`config.mk`:
```
export PLATFORM = sky130hd
export DESIGN_NAME = alu_op_sequencer
export DESIGN_NICKNAME = d
export VERILOG_FILES = /design/src/rtl/alu_op_sequencer.sv
export SDC_FILE = /design/constraint.sdc
export NUM_CORES = 1
export LEC_CHECK = 0
export CORE_MARGIN = 5
export CORE_UTILIZATION = 45
export CTS_CLUSTER_DIAMETER = 80
export DETAILED_ROUTE_END_ITERATION = 8
export DONT_BUFFER_PORTS = 1
export PLACE_DENSITY_LB_ADDON = 0.25
export RECOVER_POWER = 50
export SLEW_MARGIN = 0
export SYNTH_ARGS = -nofsm -noshare
export SYNTH_HDL_FRONTEND = slang
export SYNTH_SLANG_ARGS = --single-unit
```
`constraint.sdc`:
```
create_clock -name clk -period 2.7 [get_ports clk]
set_input_delay 0.54 -clock clk [delete_from_list [all_inputs] [get_ports clk]]
set_output_delay 0.54 -clock clk [all_outputs]
set_load 0.05 [all_outputs]
```
`src/rtl/alu_op_sequencer.sv`:
```
// alu_op_sequencer: buffers ALU commands in a FIFO and issues them one
// at a time to the op decoder / ALU, returning results on a rsp port.
module alu_op_sequencer #(
    parameter int DEPTH         = 4,
    parameter int PTR_W         = 2,
    parameter int SETTLE_CYCLES = 1
) (
    input  logic             clk,
    input  logic             rst,
    input  logic             cmd_valid,
    output logic             cmd_ready,
    input  logic [2:0]       cmd_op,
    input  logic [3:0]       cmd_a,
    input  logic [3:0]       cmd_b,
    output logic             dec_enable,
    output logic [2:0]       dec_select,
    output logic [3:0]       alu_a,
    output logic [3:0]       alu_b,
    input  logic [3:0]       alu_result,
    input  logic             alu_carry,
    output logic             rsp_valid,
    input  logic             rsp_ready,
    output logic [2:0]       rsp_op,
    output logic [3:0]       rsp_result,
    output logic             rsp_carry,
    output logic [PTR_W:0]   fifo_count,
    output logic             busy
);

    typedef enum logic [1:0] {
        IDLE    = 2'd0,
        ISSUE   = 2'd1,
        RESPOND = 2'd2
    } state_e;

    localparam logic [3:0]       SETTLE_INIT = 4'(SETTLE_CYCLES - 1);
    localparam logic [PTR_W:0]   FULL_CNT    = (PTR_W + 1)'(DEPTH);
    localparam logic [PTR_W:0]   CNT_ONE     = (PTR_W + 1)'(1);
    localparam logic [PTR_W-1:0] PTR_ONE     = PTR_W'(1);

    state_e           state_q, state_d;
    logic [10:0]      mem_q [DEPTH];
    logic [PTR_W-1:0] wr_ptr_q, wr_ptr_d;
    logic [PTR_W-1:0] rd_ptr_q, rd_ptr_d;
    logic [PTR_W:0]   count_q, count_d;
    logic [2:0]       op_q, op_d;
    logic [3:0]       a_q, a_d;
    logic [3:0]       b_q, b_d;
    logic [3:0]       settle_q, settle_d;
    logic             rsp_valid_q, rsp_valid_d;
    logic [2:0]       rsp_op_q, rsp_op_d;
    logic [3:0]       rsp_result_q, rsp_result_d;
    logic             rsp_carry_q, rsp_carry_d;

    logic             push;
    logic             pop;
    logic             rsp_fire;
    logic             settle_done;
    logic [10:0]      head;

    // Full is decoded from registered count only: no bypass on a same-cycle pop.
    assign cmd_ready   = (count_q != FULL_CNT);
    assign push        = cmd_valid && cmd_ready;
    assign pop         = (state_q == IDLE) && (count_q != '0);
    assign head        = mem_q[rd_ptr_q];
    assign rsp_fire    = rsp_valid_q && rsp_ready;
    assign settle_done = (state_q == ISSUE) && (settle_q == '0);

    assign rsp_valid  = rsp_valid_q;
    assign rsp_op     = rsp_op_q;
    assign rsp_result = rsp_result_q;
    assign rsp_carry  = rsp_carry_q;
    assign fifo_count = count_q;
    assign busy       = (state_q != IDLE) || (count_q != '0);

    // FIFO storage; contents need no reset since count gates every read.
    always_ff @(posedge clk) begin
        if (push) begin
            mem_q[wr_ptr_q] <= {cmd_op, cmd_a, cmd_b};
        end
    end

    // FIFO pointers and occupancy.
    always_comb begin
        wr_ptr_d = wr_ptr_q;
        rd_ptr_d = rd_ptr_q;
        count_d  = count_q;
        if (push) begin
            wr_ptr_d = wr_ptr_q + PTR_ONE;
        end
        if (pop) begin
            rd_ptr_d = rd_ptr_q + PTR_ONE;
        end
        case ({push, pop})
            2'b10:   count_d = count_q + CNT_ONE;
            2'b01:   count_d = count_q - CNT_ONE;
            default: count_d = count_q;
        endcase
    end

    // Next-state logic.
    always_comb begin
        state_d = state_q;
        unique case (state_q)
            IDLE:    if (pop)         state_d = ISSUE;
            ISSUE:   if (settle_done) state_d = RESPOND;
            RESPOND: if (rsp_fire)    state_d = IDLE;
            default: state_d = IDLE;
        endcase
    end

    // Command latch, settle countdown and response capture.
    always_comb begin
        op_d         = op_q;
        a_d          = a_q;
        b_d          = b_q;
        settle_d     = settle_q;
        rsp_valid_d  = rsp_valid_q;
        rsp_op_d     = rsp_op_q;
        rsp_result_d = rsp_result_q;
        rsp_carry_d  = rsp_carry_q;
        if (pop) begin
            {op_d, a_d, b_d} = head;
            settle_d         = SETTLE_INIT;
        end else if ((state_q == ISSUE) && (settle_q != '0)) begin
            settle_d = settle_q - 4'd1;
        end
        if (settle_done) begin
            rsp_valid_d  = 1'b1;
            rsp_op_d     = op_q;
            rsp_result_d = alu_result;
            rsp_carry_d  = alu_carry;
        end else if (rsp_fire) begin
            rsp_valid_d = 1'b0;
        end
    end

    // Decoder and operand buses are driven only while issuing.
    always_comb begin
        dec_enable = 1'b0;
        dec_select = '0;
        alu_a      = '0;
        alu_b      = '0;
        if (state_q == ISSUE) begin
            dec_enable = 1'b1;
            dec_select = op_q;
            alu_a      = a_q;
            alu_b      = b_q;
        end
    end

    // State register; reset drops everything queued or in flight.
    always_ff @(posedge clk) begin
        if (rst) begin
            state_q      <= IDLE;
            wr_ptr_q     <= '0;
            rd_ptr_q     <= '0;
            count_q      <= '0;
            op_q         <= '0;
            a_q          <= '0;
            b_q          <= '0;
            settle_q     <= '0;
            rsp_valid_q  <= 1'b0;
            rsp_op_q     <= '0;
            rsp_result_q <= '0;
            rsp_carry_q  <= 1'b0;
        end else begin
            state_q      <= state_d;
            wr_ptr_q     <= wr_ptr_d;
            rd_ptr_q     <= rd_ptr_d;
            count_q      <= count_d;
            op_q         <= op_d;
            a_q          <= a_d;
            b_q          <= b_d;
            settle_q     <= settle_d;
            rsp_valid_q  <= rsp_valid_d;
            rsp_op_q     <= rsp_op_d;
            rsp_result_q <= rsp_result_d;
            rsp_carry_q  <= rsp_carry_d;
        end
    end

endmodule

```
==> summary by stage <==
CTS
Clock-pin slew was measured on the worst setup and hold paths at 0.08 ns. The total clock sinks is 77. Counting along the longest clock path gives a buffer depth of 2. For the worst-skew pair, the clock arrives at the later sink with an insertion delay of between 0.3 and 0.4 ns. Post-CTS repair changed the size of 0 cells. The number of buffers inserted during clock tree synthesis is 9. The library cell used as clock root buffer is sky130_fd_sc_hd__clkbuf_8. TritonCTS built the clock tree. The CTS H-tree depth is 3. Buffers inserted to repair hold after CTS numbered 0. The buffer count from post-CTS setup fixing is 0.

Route
For this run, design rule violations remaining after detail routing come to 0. The first TritonRoute pass finished after 4 iterations. The initial DRC count is 78. The total wirelength of the detailed-routed design is 6.033 mm. After detailed routing, the average wire length per cell comes to between 15 and 20 um.

The number of antenna-violating nets in the routed design is 0. Using the TritonRoute via totals, the vias-per-cell ratio works out to 5.367. The via count of the routed design is 1959.

Setup path
The worst register-to-register path has a depth of 3. Along the worst path, the maximum fanout reaches 11. The endpoint identified for the worst register-to-register timing path is mem_q[1][0].

The reg-to-reg startpoint is fifo_count[0]. The type of element capturing the critical path is a register. The data required time of the critical path is around 2.7 ns.

The worst setup path is of the register to register kind. STA classifies the critical path startpoint as a register. The flop-to-flop setup slack is 0.37 ns.

Data on the critical path arrives at its endpoint at 2.32 ns.

Finish
The share of the core filled with cells is 0.5215. The finished cells cover ~0.0036 mm2. The repair_antennas step left the layout with diodes totalling 0. The library cells used most frequently in the layout, excluding fill and tap cells, are sky130_fd_sc_hd__edfxtp_1, sky130_fd_sc_hd__dfxtp_1, sky130_fd_sc_hd__a21oi_1.

The synthesis-to-layout area growth is 11.31%. In the final layout, the share of cells above drive strength 1 is 0.1599. The library cell used most frequently in the layout, excluding fill and tap cells, is sky130_fd_sc_hd__edfxtp_1. The net count of the finished layout is about 290.

Power
The clock power share is 0.232. The leakage power is approximately 1.2 nW. The total power consumption of the routed design is around 0.0037 W. The maximum ir drop on the vdd rail is 0.0004564 V. The analysis attributes to net switching a power of around 0.0014 W.

Dividing total power by cell area gives a power density of 1038 mW/mm2. The internal power summed over all cells is roughly 0.0023 W. The switching part of the total is 0.3794. Of the total power, registers draw 0.454. Of the total power, combinational logic draws 0.314.

Logic synthesis
After synthesis, the netlist uses 40 different library cells. The cell type contributing the most total cell area after synthesis is sky130_fd_sc_hd__edfxtp_1. After synthesis the netlist holds a flip-flop and latch count of 77. The average cell area after synthesis is 12.92 um2. The cell count after synthesis came out at about 250. Of the post-synthesis cell area, the dominant cell type holds 0.4106. The number of nets in the synthesized netlist is 276. Yosys attributes the largest share of cell area to sky130_fd_sc_hd__edfxtp_1, sky130_fd_sc_hd__dfxtp_1, sky130_fd_sc_hd__mux4_1. Of the synthesized area, sequential elements account for 0.6159. Yosys printed 0 warnings. After synthesis the cells add up to 0.003218 mm2.

STA
Setup repair after global routing left no endpoint under its margin. The setup total negative slack is 0 ns. In this run the tightest slew margin relative to its limit is 0.4017.

For this run, the top clock speed supported by timing is 428.8 MHz. Clock skew on the completed layout was measured at between 0.009 and 0.01 ns. The slack of the critical path is 0.3681 ns. Setup violations remaining at the end of the flow were counted as 0. The transition at the pin with the smallest max-transition slack is 0.8975 ns.

The final cycle utilization of the critical path is 0.8637. The final-report max-slew violation count came to 0. The number of hold-slack violations in the final timing report came to 0. The worst path in the final design needs a cycle of 2.332 ns, including I/O delays and setup.

Global route
Entering global routing, the biggest net connects 34 pins. The initial antenna violation count came to 0. The aggregate global routing overflow is 0. The number of global-route vias before repair is 1896. The first global-routing pass estimated 9.591 mm of wire. The total global-route track usage is 0.1462.

Place
The post-place setup slack is 0.4469 ns. The port buffer count is 0. Once detailed placement completed, the half-perimeter wirelength came to 4.006 mm.

The placed cell area is about 0.0034 mm2. The final RePlAce weighted congestion is 0.7739.

Worst hold path
Along the worst hold path, the cell count comes to 1. The hold path startpoint is rst. The type of the worst min-delay path is primary input to register. The worst-case hold path end point is a_q[1].

Floorplan
The number of ports placed on the die boundary is 46. The count of standard-cell rows is 30. The overall die area is 0.008943 mm2. The initial core utilization is 0.4685. The area inside the core boundary is 0.006869 mm2. The die height is 94.57 um.

The die is 94.57 um wide.

Run status
The run finished with clean final reports.

Run
Across the run, the number of max-cap violations was 0.
[routing by layer]
| metal | vias up | wire length, um | GRT usage |
|---|---|---|---|
| li1 | 958 | - | - |
| met1 | 943 | 2571 | 0.1665 |
| met2 | 49 | 2908 | 0.2411 |
| met3 | 9 | 431 | 0.05578 |
| met4 | 0 | 121 | 0.07212 |
| met5 | - | 0 | 0 |
[worst max-delay path: stages, from the launching register on]
cell                       delay [ns]
sky130_fd_sc_hd__dfxtp_1         0.48
sky130_fd_sc_hd__or3b_1          0.19
sky130_fd_sc_hd__clkbuf_1        0.68
sky130_fd_sc_hd__and3_1          0.63
[registers in the layout, summed over array words and instances (netlist names)]
signal      count
a_q             4
rsp_valid       1
rsp_op          3
b_q             4
state_q         2
rsp_carry       1
mem_q          44
settle_q        4
op_q            3
fifo_count      3
rd_ptr_q        2
rsp_result      4
wr_ptr_q        2
[power groups by stage]
stage	logic [W]	clock network [W]	registers [W]
3_5_place_dp	0.00119	0	0.00172
6_report	0.00117	0.000862	0.00169
3_3_place_gp	0.00117	0	0.00171
4_1_cts	0.00120	0.000891	0.00169
5_1_grt	0.00130	0.000943	0.00172
2_1_floorplan	0.000920	0	0.00169
[metrics by stage]
stage | instances | hold WS [ns]
detailed placement | 349 | 0.4580
global route | 365 | 0.2308
floorplan | 249 | 0.4486
CTS | 365 | 0.2270
finish | 365 | 0.2558
global placement | 349 | 0.4507
[logic make-up after synthesis]
| kind of cell | share of synthesized area |
|---|---|
| multiplexers | 0.08748 |
| AND/OR/NAND/NOR | 0.1116 |
| flip-flops | 0.6159 |
| XOR/XNOR | 0.005444 |
| buffers and inverters | 0.04432 |
| adder cells (fa/ha/maj) | 0.02955 |
| AO/OA/AOI/OAI | 0.1058 |
[worst max path at each step]
stage,slack [ns],cells after the start,end,start
final,0.37,3,mem_q[1][0],fifo_count[0]
after global placement,0.49,8,fifo_count[2],fifo_count[0]
after CTS,0.42,8,fifo_count[2],fifo_count[0]
after detailed placement,0.45,8,fifo_count[2],fifo_count[0]
after floorplan,0.02,9,fifo_count[2],fifo_count[2]
after global routing,0.25,3,mem_q[1][5],fifo_count[0]
[Yosys cell counts (all sizes together)]
cell type,number
fa,1
ha,6
nor3b,1
nand2b,2
and3,4
or2,1
a311oi,1
edfxtp,44
nand3b,2
or3b,2
inv,11
a21oi,28
a21o,2
clkbuf,8
a211oi,2
nand3,22
nor2,7
o21ai,23
dfxtp,33
o41ai,1
a31o,1
a2111oi,1
or3,3
mux4,11
xor2,2
o221ai,1
buf,10
and2,11
nor3,2
nand2,4
nand4b,1
o21a,1
[layout make-up]
class                      count  area [um2]
inverter                      11       41.29
clock inverter                 7       72.57
timing repair buffer          22       150.1
multi-input combinational    143        1092
fill                         603        3287
tap                           96       120.1
clock buffer                   9       123.9
sequential                    77        1982
Power figures use the tool's default switching activity.
